`src/rtl/dec_seg_dwa.sv`:
```
// Segmented DAC decoder: offset add with saturate/wrap into row/column thermometers, plus DWA-rotated unary bands.
// Latency 2 cycles from in_vld to out_vld; no backpressure, accepts one sample every cycle.
module dec_seg_dwa #(
  parameter int MTRX_BITS = 8,
  parameter int OS_BITS   = 2,
  parameter int BAND_BITS = 4,
  parameter int BAND_CH   = 2
) (
  input  logic                         dec_clk,
  input  logic                         dec_rst,
  input  logic                         csr_dec_en,
  input  logic                         csr_sat_en,
  input  logic                         csr_dwa_en,
  input  logic                         csr_ovf_clr,
  input  logic                         in_vld,
  input  logic [MTRX_BITS-1:0]         s_mtrx,
  input  logic [OS_BITS-1:0]           os_bin,
  input  logic [BAND_CH*BAND_BITS-1:0] s_band,
  output logic [4*(2**(MTRX_BITS/2))-1:0] mtrx_thrm,
  output logic [BAND_CH*(2**BAND_BITS-1)-1:0] band_thrm,
  output logic                         out_vld,
  output logic                         ovf_sticky
);
  localparam int H = MTRX_BITS / 2;
  localparam int N = 2 ** H;
  localparam int M = 2 ** BAND_BITS - 1;
  localparam logic [BAND_BITS:0] M_W = (BAND_BITS+1)'(M);

  typedef logic [BAND_CH-1:0][BAND_BITS-1:0] band_vec_t;

  typedef struct packed {
    logic                 vld;
    logic                 dwa;
    logic [MTRX_BITS-1:0] code;
    band_vec_t            band;
    band_vec_t            ptr;
  } s1_t;

  s1_t                        s1;
  band_vec_t                  in_band;
  band_vec_t                  ptr;
  band_vec_t                  ptr_nxt;
  logic [BAND_CH-1:0][BAND_BITS:0] ptr_sum;
  logic [MTRX_BITS:0]         sum;
  logic                       sum_ovf;
  logic [MTRX_BITS-1:0]       code_nxt;
  logic [H-1:0]               row;
  logic [H-1:0]               col;
  logic [4*N-1:0]             mtrx_nxt;
  logic [BAND_CH*M-1:0]       band_nxt;
  logic [BAND_CH-1:0][M-1:0]  therm;
  logic [BAND_CH-1:0][2*M-1:0] rot_ext;

  assign in_band  = s_band;
  assign sum      = {1'b0, s_mtrx} + (MTRX_BITS+1)'(os_bin);
  assign sum_ovf  = sum[MTRX_BITS];
  assign code_nxt = (sum_ovf && csr_sat_en) ? '1 : sum[MTRX_BITS-1:0];
  assign row      = s1.code[MTRX_BITS-1:H];
  assign col      = s1.code[H-1:0];

  // Pointer advance wraps modulo M; p < M and b <= M so one subtraction suffices.
  always_comb begin
    ptr_sum = '0;
    ptr_nxt = '0;
    for (int c = 0; c < BAND_CH; c++) begin
      ptr_sum[c] = {1'b0, ptr[c]} + {1'b0, in_band[c]};
      if (ptr_sum[c] >= M_W)
        ptr_nxt[c] = BAND_BITS'(ptr_sum[c] - M_W);
      else
        ptr_nxt[c] = ptr_sum[c][BAND_BITS-1:0];
    end
  end

  always_comb begin
    mtrx_nxt = '0;
    for (int i = 0; i < N; i++) begin
      mtrx_nxt[3*N+i] = (i == int'(row));
      mtrx_nxt[2*N+i] = (i <  int'(row));
      mtrx_nxt[N+i]   = !(i < int'(col));
      mtrx_nxt[i]     = (i < int'(col));
    end
  end

  // Rotation folds the upper half of a double-width shift back onto the low half.
  always_comb begin
    therm    = '0;
    rot_ext  = '0;
    band_nxt = '0;
    for (int c = 0; c < BAND_CH; c++) begin
      for (int i = 0; i < M; i++)
        therm[c][i] = (i < int'(s1.band[c]));
      rot_ext[c] = {{M{1'b0}}, therm[c]} << s1.ptr[c];
      band_nxt[c*M +: M] = s1.dwa ? (rot_ext[c][M-1:0] | rot_ext[c][2*M-1:M]) : therm[c];
    end
  end

  always_ff @(posedge dec_clk or posedge dec_rst) begin
    if (dec_rst) begin
      s1        <= '0;
      ptr       <= '0;
      mtrx_thrm <= '0;
      band_thrm <= '0;
      out_vld   <= 1'b0;
    end else if (!csr_dec_en) begin
      s1        <= '0;
      ptr       <= '0;
      mtrx_thrm <= '0;
      band_thrm <= '0;
      out_vld   <= 1'b0;
    end else begin
      s1.vld  <= in_vld;
      out_vld <= s1.vld;
      if (in_vld) begin
        s1.dwa  <= csr_dwa_en;
        s1.code <= code_nxt;
        s1.band <= in_band;
        s1.ptr  <= ptr;
        if (csr_dwa_en)
          ptr <= ptr_nxt;
      end
      if (s1.vld) begin
        mtrx_thrm <= mtrx_nxt;
        band_thrm <= band_nxt;
      end
    end
  end

  // Sticky flag survives decoder disable; a same-cycle set beats the clear.
  always_ff @(posedge dec_clk or posedge dec_rst) begin
    if (dec_rst)
      ovf_sticky <= 1'b0;
    else if (csr_dec_en && in_vld && sum_ovf)
      ovf_sticky <= 1'b1;
    else if (csr_ovf_clr)
      ovf_sticky <= 1'b0;
  end

endmodule

```
`config.mk`:
```
export PLATFORM = sky130hd
export DESIGN_NAME = dec_seg_dwa
export DESIGN_NICKNAME = d
export VERILOG_FILES = /design/src/rtl/dec_seg_dwa.sv
export SDC_FILE = /design/constraint.sdc
export NUM_CORES = 1
export LEC_CHECK = 0
export BUFFER_PORTS_ARGS = -buffer_cell sky130_fd_sc_hd__buf_2
export CORE_MARGIN = 8
export CORE_UTILIZATION = 45
export CTS_CLUSTER_DIAMETER = 150
export CTS_CLUSTER_SIZE = 30
export DETAILED_ROUTE_END_ITERATION = 12
export PLACE_DENSITY_LB_ADDON = 0.2
export SETUP_SLACK_MARGIN = 0.1
export SYNTH_ARGS = -nofsm -noshare
export SYNTH_HDL_FRONTEND = slang
export SYNTH_SLANG_ARGS = --single-unit
```
`constraint.sdc`:
```
create_clock -name dec_clk -period 7.3 [get_ports dec_clk]
set_clock_uncertainty 0.1 [all_clocks]
set_input_delay 0.73 -clock dec_clk [delete_from_list [all_inputs] [get_ports dec_clk]]
set_output_delay 0.73 -clock dec_clk [all_outputs]
set_load 0.01 [all_outputs]
```
---- After elaboration in Yosys (flattened, before gate mapping) ----
Index checks and enable logic that the tools add are counted.
storage, ports and cells
  input bits .............................. 25
  register bits ........................... 130
  output and inout bits ................... 96
operators by class
  add/subtract/negate cells ............... 5
  multiplexer cells ....................... 17
  bitwise operators ....................... 2
  eq/ne operators ......................... 18
  shift-type cells ........................ 2
  magnitude comparators ................... 62
  reduce and logical (&&, ||, !) cells .... 21
operators with widths
  operator                                                            count
  two-way mux 64 bit                                                  2
  less-than comparator 4 bit (first input constant)                   28
  less-than comparator 3 x 4 -> 1 bit (first input constant)          16
  two-way mux 30 bit                                                  2
  << shifter 15 x 4 -> 30 bit                                         2
  == test 4 bit (first input constant)                                8
  less-than comparator 1 x 4 -> 1 bit (first input constant)          8
  less-than comparator 2 x 4 -> 1 bit (first input constant)          8
  two-way mux 8 bit                                                   4
  two-way mux 15 bit                                                  2
  OR 15 bit                                                           2
  two-way mux 26 bit                                                  1
  two-way mux 25 bit                                                  1
  == test 3 x 4 -> 1 bit (first input constant)                       4
  logical NOT 1 bit                                                   15
  adder 4 x 4 -> 5 bit                                                2
  greater-or-equal comparator 5 x 4 -> 1 bit (second input constant)  2
  adder 8 x 2 -> 9 bit                                                1
  == test 2 x 4 -> 1 bit (first input constant)                       2
  two-way mux 4 bit                                                   2
  subtractor 4 bit (second input constant)                            2
  != test 2 x 1 -> 1 bit (second input constant)                      3
  == test 1 x 4 -> 1 bit (first input constant)                       1
  logical NOT 4 bit                                                   1
  4 further kinds                                                     8

---- Logic depth before layout (Yosys ltp) ----
Gate-level depths: netlist (run 1).
  depth in word-level cells ............... 6
  mapped depth ............................ 10

---- Least setup slack after synthesis (run 1) ----
Ideal clock, no wire load.
  path type ............................... input -> register
  start point ............................. in s_band[4]
  end point ............................... reg ptr[4] (netlist name)
  cell stages on the path ................. 10
  required time ........................... 7078 ps
  arrival time ............................ 2594 ps
  slack ................................... 4484 ps
  setup time .............................. 122 ps
  path buffers ............................ 0
  cells stage by stage .................... ha_1 -> inv_1 -> fa_1 -> inv_1 -> ha_1 -> inv_1 -> a211oi_1 -> mux2_4 -> or3_1 -> a32o_1
between the ends
  word-level cells in the longest chain between the ends .. 6
  elaborated cells on any way between the ends .. 7
  classes of those cells .................. 2 x add/sub; 1 x order compare; 4 x mux
ends and longest elaborated chain
  element                                                                                RTL line  RTL
  from (decl)                                                                            18        input logic [BAND_CH*BAND_BITS-1:0] s_band,
  adder 4 x 4 -> 5 bit (*)                                                               66        ptr_sum[c] = {1'b0, ptr[c]} + {1'b0, in_band[c]};
  subtractor 4 bit / greater-or-equal comparator 5 x 4 -> 1 bit (equally long branches)  68, 67
  two-way mux 4 bit (*)                                                                  67        if (ptr_sum[c] >= M_W)
  two-way mux 8 bit (*)                                                                  118       if (csr_dwa_en)
  two-way mux 8 bit (*)                                                                  113       if (in_vld) begin
  two-way mux 8 bit (*)                                                                  104       end else if (!csr_dec_en) begin
  to (signal assigned)                                                                   119       ptr <= ptr_nxt;
  to (decl)                                                                              41        band_vec_t ptr;
Every way passes the cells marked *; elsewhere a longest branch is shown, timed or not. The select of a mux whose other input is x is not followed.
A chain may end at the register's enable or synchronous reset.

---- Worst setup path in the final report (run 1) ----
  start point ............................. in csr_dec_en
  end point ............................... reg band_thrm[23]
between the ends
  word-level cells in the longest chain between the ends .. 1
  elaborated cells on any way between the ends .. 2
  classes of those cells .................. 1 x eq/ne; 1 x mux
ends and longest elaborated chain
  element                                                                               RTL line  RTL
  from (decl)                                                                           11        input logic csr_dec_en,
  != test 2 x 1 -> 1 bit (no source line) / two-way mux 30 bit (equally long branches)  n/a
  to (signal assigned)                                                                  123       band_thrm <= band_nxt;
  to (decl)                                                                             20        output logic [BAND_CH*(2**BAND_BITS-1)-1:0] band_thrm,
Parallel ways exist; a longest one is shown, timed or not.

==> qor.json, run 1 <==
{
  "status": {
    "run_status": "finished clean"
  },
  "cells_and_area": {
    "multiInputGateArea_um2": 4180,
    "fillers": 1602,
    "ff_latch_area_um2": 3200,
    "syn2layout_area_growth_pct": 15.1,
    "finish.net_count": 999,
    "finalInstanceArea_um2": 9080,
    "finalCoreUtilization_pct": 52.7,
    "ratio_of_cells_with_drive_above_1_in_the_final_layout_pct": 18.5,
    "antennaDiodeCount": 0
  },
  "route": {
    "vias": 7205,
    "wl_um": 23000,
    "vias_per_cell": 6.02,
    "detail_route.iter0.violations": 855,
    "post_drt_wl_per_cell_um": 19.2,
    "drtPass1Iterations": 6,
    "remaining_drc_errors": 0,
    "route.antenna.remaining_nets": 0
  },
  "grt": {
    "grt_start_max_net_pins": 97,
    "via_count_of_the_first_global_routing_pass": 6853,
    "grt_first_pass_wirelength_um": 37700,
    "grt_antenna_before_repair": 1,
    "grt.total_usage_pct": 21.1,
    "globalRoute.totalOverflow": 0
  },
  "worst_setup_path": {
    "cp_max_fo": 93,
    "nature_of_the_critical_path_endpoint": "flip-flop",
    "worst-setup-path-type": "in2reg",
    "capturing_element_of_the_worst_setup_path": "band_thrm[23]",
    "flop_to_flop_setup_slack_ps": 4180,
    "worst_setup_path_startpoint": "csr_dec_en",
    "worst_path_max_delay_cell": "a21oi_1",
    "register_to_register_path_depth": 5,
    "critical_path.reg2reg.endpoint": "band_thrm[23]",
    "worst_ep_required_ps": 7530,
    "crit_path_cell_trace": "buf_2 -> buf_4 -> nand2_1 -> a21oi_1 -> o311ai_0 -> o31ai_1",
    "crit_path_max_incr_delay_ps": 700,
    "startpoint_type": "input port",
    "reg2reg_from": "s1[25]",
    "data_arrival_time_of_the_worst_path_ps": 3350
  },
  "clocking": {
    "worst_skew_pair_latency_ps": 430,
    "tritoncts": "built",
    "postCtsSetupRepairBufs": 0,
    "ctsResizeCount": 0,
    "htree_levels": 4,
    "clk_pin_slew_ps": 60,
    "hold_buffers": 0,
    "cts_num_sinks": 128,
    "clock_tree_root_driver_cell": "clkbuf_16",
    "ctsLongestPathBuffers": 2,
    "cts_inserted_buffers": 17
  },
  "pwr": {
    "net-switching-power_mw": 0.633,
    "combinationalPowerShare_pct": 15.9,
    "switching_share_pct": 31.3,
    "p_leak_nw": 4.20,
    "cellInternalPower_mw": 1.39,
    "power_frac_seq_pct": 39.7,
    "pwr-share-clk_pct": 44.4,
    "power.density_nw_per_um2": 223,
    "peakVddDrop_v": 0.000180,
    "design_power_total_mw": 2.02
  },
  "logic_synthesis": {
    "synth_cell_type_count": 76,
    "synth-edff-count": 0,
    "async_reset_ff_share_pct": 100,
    "syn-instance-count": 895,
    "sequential_area_share_after_synthesis_pct": 40.6,
    "synthesis.area_per_instance_um2": 8.81,
    "ys_warn_count": 0,
    "yosys_register_bits": 128,
    "dominantRegCellSynth": "dfrtp_1",
    "post_synth_instance_area_um2": 7890
  },
  "hold_path": {
    "min-delay-start": "mtrx_thrm[46]",
    "hp-class": "reg2reg",
    "holdPathStages": 1
  },
  "sta": {
    "fmaxAchievable_mhz": 321,
    "final-max-slew-violation-count": 0,
    "layout_worst_path_cycle_share_pct": 42.7,
    "setup-violations-final": 0,
    "slew_headroom_pct": 27.4,
    "tightestPinTransition_ps": 1090,
    "report.final.hold_viol_count": 0,
    "rsz_0062_raised_after_global_routing": "false",
    "finalCriticalPeriod_ps": 3120,
    "holdWs_ps": 374,
    "fin_tns_setup_ps": 0
  },
  "run": {
    "drv.max_cap_violation_count": 0
  },
  "floorplan": {
    "fp.dieW_um": 148,
    "die-height_um": 148,
    "number_of_rows_created_at_floorplan": 48,
    "floorplan.core_area_um2": 17200,
    "die_area_um2": 22000,
    "pin_count": 121,
    "starting_density_of_the_core_pct": 45.8
  },
  "placement": {
    "numPortBuffers": 118,
    "placed_cell_area_um2": 8470,
    "detailed_place_hpwl_um": 15300,
    "gpl.final_weighted_congestion": 0.924
  }
}
## Yosys cell counts (7+ instances only)
cell type / instances / area (µm²)
a211oi_1: 14 / 105
a21boi_0: 18 / 135
a21o_1: 10 / 75.1
a21oi_1: 75 / 375
a22o_1: 16 / 140
a31oi_1: 18 / 113
buf_1: 8 / 30.0
buf_2: 25 / 125
clkbuf_1: 43 / 161
dfrtp_1: 128 / 3200
ha_1: 12 / 150
inv_1: 37 / 139
mux2i_1: 21 / 210
nand2_1: 62 / 233
nand2b_1: 24 / 150
nand3_1: 27 / 135
nand4_1: 9 / 56.3
nor2_1: 46 / 173
nor2b_1: 42 / 263
nor3_1: 19 / 95.1
o211ai_1: 14 / 105
o21a_1: 9 / 67.6
o21ai_0: 57 / 285
o22ai_1: 9 / 56.3
o311ai_0: 7 / 61.3
o31ai_1: 16 / 120
## cells by family after synthesis
family	Yosys count	synth area share, %
buffers and inverters	121	6.44
other	1	0.0476
flip-flops	128	40.6
AO/OA/AOI/OAI	333	28.6
adder cells (fa/ha/maj)	16	2.79
AND/OR/NAND/NOR	260	16.7
multiplexers	26	3.57
XOR/XNOR	10	1.21
## worst max-delay path, delay by kind of cell
family	cells	cell delay [ps]
compound gates	3	1250
buf+inv	2	700
simple gates	1	590
## through the flow
step | std cells | worst slack, ps
finish | 1197 | 4180
global route | 1197 | 3960
CTS | 1197 | 4290
detailed placement | 1165 | 3860
global placement | 1165 | 3940
floorplan | 896 | 3060
## power by group through the flow
stage / logic (mW) / registers [mW] / clock network [mW]
finish: 0.322 / 0.802 / 0.897
global route: 0.358 / 0.809 / 0.939
CTS: 0.321 / 0.800 / 0.907
detailed placement: 0.318 / 0.813 / 0
global placement: 0.318 / 0.813 / 0
floorplan: 0.249 / 0.785 / 0
## layout by cell type (no fill, tap or decap), drive strengths merged, types with 10 or more instances in the layout
cell	n
dfrtp	128
mux2i	21
inv	48
nor3	19
a22o	16
nor2b	42
ha	12
a31oi	18
o211ai	14
a211oi	14
a21o	10
a21oi	76
buf	126
nand2b	24
a21boi	21
o31ai	16
clkbuf	17
nor2	46
nand3	27
o21ai	62
nand2	62
## worst min path at each step
| stage | endpoint | slack, ps |
|---|---|---|
| 3_5_place_dp | mtrx_thrm[43] | 360 |
| 2_1_floorplan | ptr[0] | 370 |
| 5_1_grt | mtrx_thrm[46] | 400 |
| 3_3_place_gp | mtrx_thrm[63] | 360 |
| 4_1_cts | mtrx_thrm[43] | 380 |
| 6_report | mtrx_thrm[46] | 370 |
## flip-flops by register name, summed over array words and instances, names as in the netlist
| signal | cells |
|---|---|
| ovf_sticky | 1 |
| s1 | 18 |
| col | 4 |
| band_thrm | 30 |
| ptr | 8 |
| mtrx_thrm | 62 |
| out_vld | 1 |
| row | 4 |
## per-layer routing
layer | wire (µm) | vias to the layer above | part of all wire (%) | GRT usage [%]
li1 | - | 3419 | - | -
met5 | 8 | - | 0.035 | 0
met4 | 333 | 2 | 1.4 | 6.53
met1 | 10900 | 3444 | 48 | 30.8
met2 | 9930 | 308 | 43 | 29.6
met3 | 1790 | 32 | 7.8 | 5.74
## layout make-up
class | instances | area share, %
inverters | 39 | 1.64
clock inverters | 15 | 2.05
flip-flops and latches | 128 | 35.3
multi-input cells | 647 | 46.1
repair buffers | 126 | 7.17
clock buffers | 17 | 4.69
well taps | 225 | 3.10
No activity file was read; power rests on OpenSTA's default activity.
==> inputs of run 2 (changes only) <==
Settings changed: ABC_AREA from default to 1.
Clock period 7.3 ns to 3.3 ns, I/O delays scaled along.
==> run 2 against run 1 <==
The run now ends with negative hold slack left. Design area decreased by 3.3%. Highest routed layer is now met4. Sequential share of layout area increased by 1.2 points. Global-route usage increased by 0.25 points. Synthesized cell count increased by 18%. Sequential power increased by 110%. Area after synthesis decreased by 5.9%.
==> qor.json, run 2 <==
{
  "pwr": {
    "peakVddDrop_v": 0.000409,
    "p_leak_nw": 4.79,
    "power.density_nw_per_um2": 505
  },
  "sta": {
    "slew_headroom_pct": 52.0,
    "rsz_0062_raised_after_global_routing": "false",
    "fmaxAchievable_mhz": 432,
    "setup-violations-final": 0,
    "layout_worst_path_cycle_share_pct": 70.2,
    "tightestPinTransition_ps": 718,
    "finalCriticalPeriod_ps": 2320,
    "fin_tns_setup_ps": 0,
    "report.final.hold_viol_count": 13,
    "final-max-slew-violation-count": 0,
    "holdWs_ps": -37.4
  },
  "route": {
    "route.antenna.remaining_nets": 0,
    "vias_per_cell": 5.39,
    "post_drt_wl_per_cell_um": 15.7,
    "drtPass1Iterations": 8,
    "remaining_drc_errors": 0,
    "vias": 7421,
    "wl_um": 21600,
    "detail_route.iter0.violations": 914
  },
  "floorplan": {
    "number_of_rows_created_at_floorplan": 47,
    "pin_count": 121,
    "die-height_um": 144,
    "die_area_um2": 20900,
    "floorplan.core_area_um2": 16300,
    "starting_density_of_the_core_pct": 45.4,
    "fp.dieW_um": 144
  },
  "clocking": {
    "hold_buffers": 0,
    "clk_pin_slew_ps": 60,
    "ctsResizeCount": 0,
    "ctsLongestPathBuffers": 2,
    "cts_num_sinks": 128,
    "tritoncts": "built",
    "htree_levels": 4,
    "cts_inserted_buffers": 17,
    "clock_tree_root_driver_cell": "clkbuf_16",
    "postCtsSetupRepairBufs": 0,
    "worst_skew_pair_latency_ps": 420
  },
  "placement": {
    "gpl.final_weighted_congestion": 0.950,
    "detailed_place_hpwl_um": 15600,
    "numPortBuffers": 118,
    "placed_cell_area_um2": 8140,
    "placedCellCount": 1345
  },
  "cells_and_area": {
    "layout.cells.non_filler": 1378,
    "fillers": 1623,
    "layout.cells.most_common_list": "nand2_1 (404), nand3_1 (172), dfrtp_1 (128)",
    "reg_top3": "mtrx_thrm x62, band_thrm x30, s1 x18",
    "syn2layout_area_growth_pct": 18.3,
    "finalInstanceArea_um2": 8780,
    "layout_commonest_cell": "nand2_1",
    "finish.net_count": 1184,
    "max_ffs_per_register": 62,
    "ratio_of_cells_with_drive_above_1_in_the_final_layout_pct": 14.8,
    "regMostFlops": "mtrx_thrm",
    "finalCoreUtilization_pct": 53.7
  },
  "worst_setup_path": {
    "path_buf_inv": 1,
    "critical-path-top-cell-by-count": "nand3_1",
    "crit_path_max_incr_delay_ps": 400,
    "cp_max_fo": 5,
    "worst_ep_required_ps": 3540,
    "worst_path_max_delay_cell": "dfrtp_1",
    "nature_of_the_critical_path_endpoint": "flip-flop",
    "cp_top_family": "simple AND/OR/NAND/NOR gates",
    "crit_path_cell_trace": "ha_1 -> inv_1 -> fa_1 -> xnor2_1 -> nand3_1 -> nand2_1 -> nand3_1 -> nand3_1 -> nand2_1 -> o21ai_0",
    "startpoint_type": "flip-flop",
    "worst-setup-path-type": "reg2reg",
    "data_arrival_time_of_the_worst_path_ps": 2560
  },
  "status": {
    "violated_checks": "negative hold slack",
    "run_status": "finished with violations"
  },
  "logic_synthesis": {
    "synth_most_common_cell": "nand2_1",
    "syn-instance-count": 1052,
    "async_reset_ff_share_pct": 100,
    "sequential_area_share_after_synthesis_pct": 43.2,
    "synthesis.area_per_instance_um2": 7.05,
    "netlist_top_cells_area": "dfrtp_1 (43%), nand2_1 (20%), nand3_1 (12%)",
    "yosys_register_bits": 128,
    "dominantRegCellSynth": "dfrtp_1",
    "yosysTopAreaCellShare_pct": 43.2,
    "ys_warn_count": 0,
    "synth_cell_type_count": 38,
    "netlist_top_cells_count": "nand2_1 (404), nand3_1 (172), dfrtp_1 (128)",
    "post_synth_instance_area_um2": 7420,
    "netlist.top_cell.by_area": "dfrtp_1",
    "synth-edff-count": 0
  },
  "grt": {
    "grt_start_max_net_pins": 129,
    "grt_antenna_before_repair": 2,
    "globalRoute.totalOverflow": 0,
    "grt.total_usage_pct": 21.4,
    "via_count_of_the_first_global_routing_pass": 6930,
    "grt_first_pass_wirelength_um": 35200
  },
  "run": {
    "drv.max_cap_violation_count": 0
  },
  "hold_path": {
    "hp-class": "in2async"
  }
}
-- run 2: changes by cell type after synthesis, moves of 12 or more --
cell / previous run / this run
nor2b_1: 42 / 0
nand2b_1: 24 / 0
o31ai_1: 16 / 2
a31oi_1: 18 / 2
inv_1: 37 / 68
mux2i_1: 21 / 0
a211oi_1: 14 / 1
a21oi_1: 75 / 26
nand2_1: 62 / 404
nand3_1: 27 / 172
clkbuf_1: 43 / 28
nor3_1: 19 / 4
buf_2: 25 / 13
a21boi_0: 18 / 0
-- run 2: stage by stage --
step	total power, mW	setup slack [ps]
2_1_floorplan	2.22	1290
3_3_place_gp	2.42	1110
3_5_place_dp	2.42	1010
4_1_cts	4.46	1020
5_1_grt	4.64	779
6_report	4.43	984
-- run 2: final timing paths --
path	start	to	slack [ps]	depth (start not counted)
worst max register to register	ptr[0]	ptr[1]	980	10
worst min register to register	mtrx_thrm[7]	mtrx_thrm[7]	370	2
worst min-delay path	dec_rst	mtrx_thrm[7]	-40	3
min in group dec_clk	csr_ovf_clr	ovf_sticky	10	2
worst max-delay path	ptr[0]	ptr[1]	980	10
max in group asynchronous	dec_rst	band_thrm[10]	2600	3
-- run 2: cells by family after synthesis --
logic type      count (synthesis)  synth area share (%)
compound gates                126                  9.58
fa+ha+maj                      15                  2.83
simple gates                  650                  36.9
buf+inv                       127                  6.88
other cells                     1                0.0505
flops                         128                  43.2
xor+xnor                        5                 0.590
-- run 2: cell type report --
class	count	area, µm²	area share [%]
Multi-Input combinational cell	798	3720	42.4
Sequential cell	128	3200	36.5
Timing Repair Buffer	124	661	7.53
Clock buffer	17	425	4.85
Inverter	75	285	3.25
Tap cell	220	275	3.14
Clock inverter	14	204	2.32
Antenna cell	2	5.00	0.0570
-- run 2: worst reg2reg max path, delay by kind of cell (launching register included) --
family                   cells  cell delay, ps
buffers and inverters        1              50
XOR/XNOR                     1             340
AO/OA/AOI/OAI                1             150
AND/OR/NAND/NOR              5             630
flip-flops                   1             400
adder cells (fa/ha/maj)      2             570
-- run 2: metal layers --
layer,up-vias,track usage (%),wire (µm)
met1,3452,28.0,9480
met5,-,0,0
met2,286,33.4,9990
li1,3630,-,-
met4,0,9.36,707
met3,53,4.59,1450
-- run 2: power by group --
part / switching (mW) / total, mW / leakage [nW] / internal [mW]
clock network: 0.756 / 2.03 / 0.303 / 1.28
registers: 0.0784 / 1.72 / 1.75 / 1.64
logic: 0.454 / 0.682 / 2.74 / 0.227
total: 1.29 / 4.43 / 4.79 / 3.14
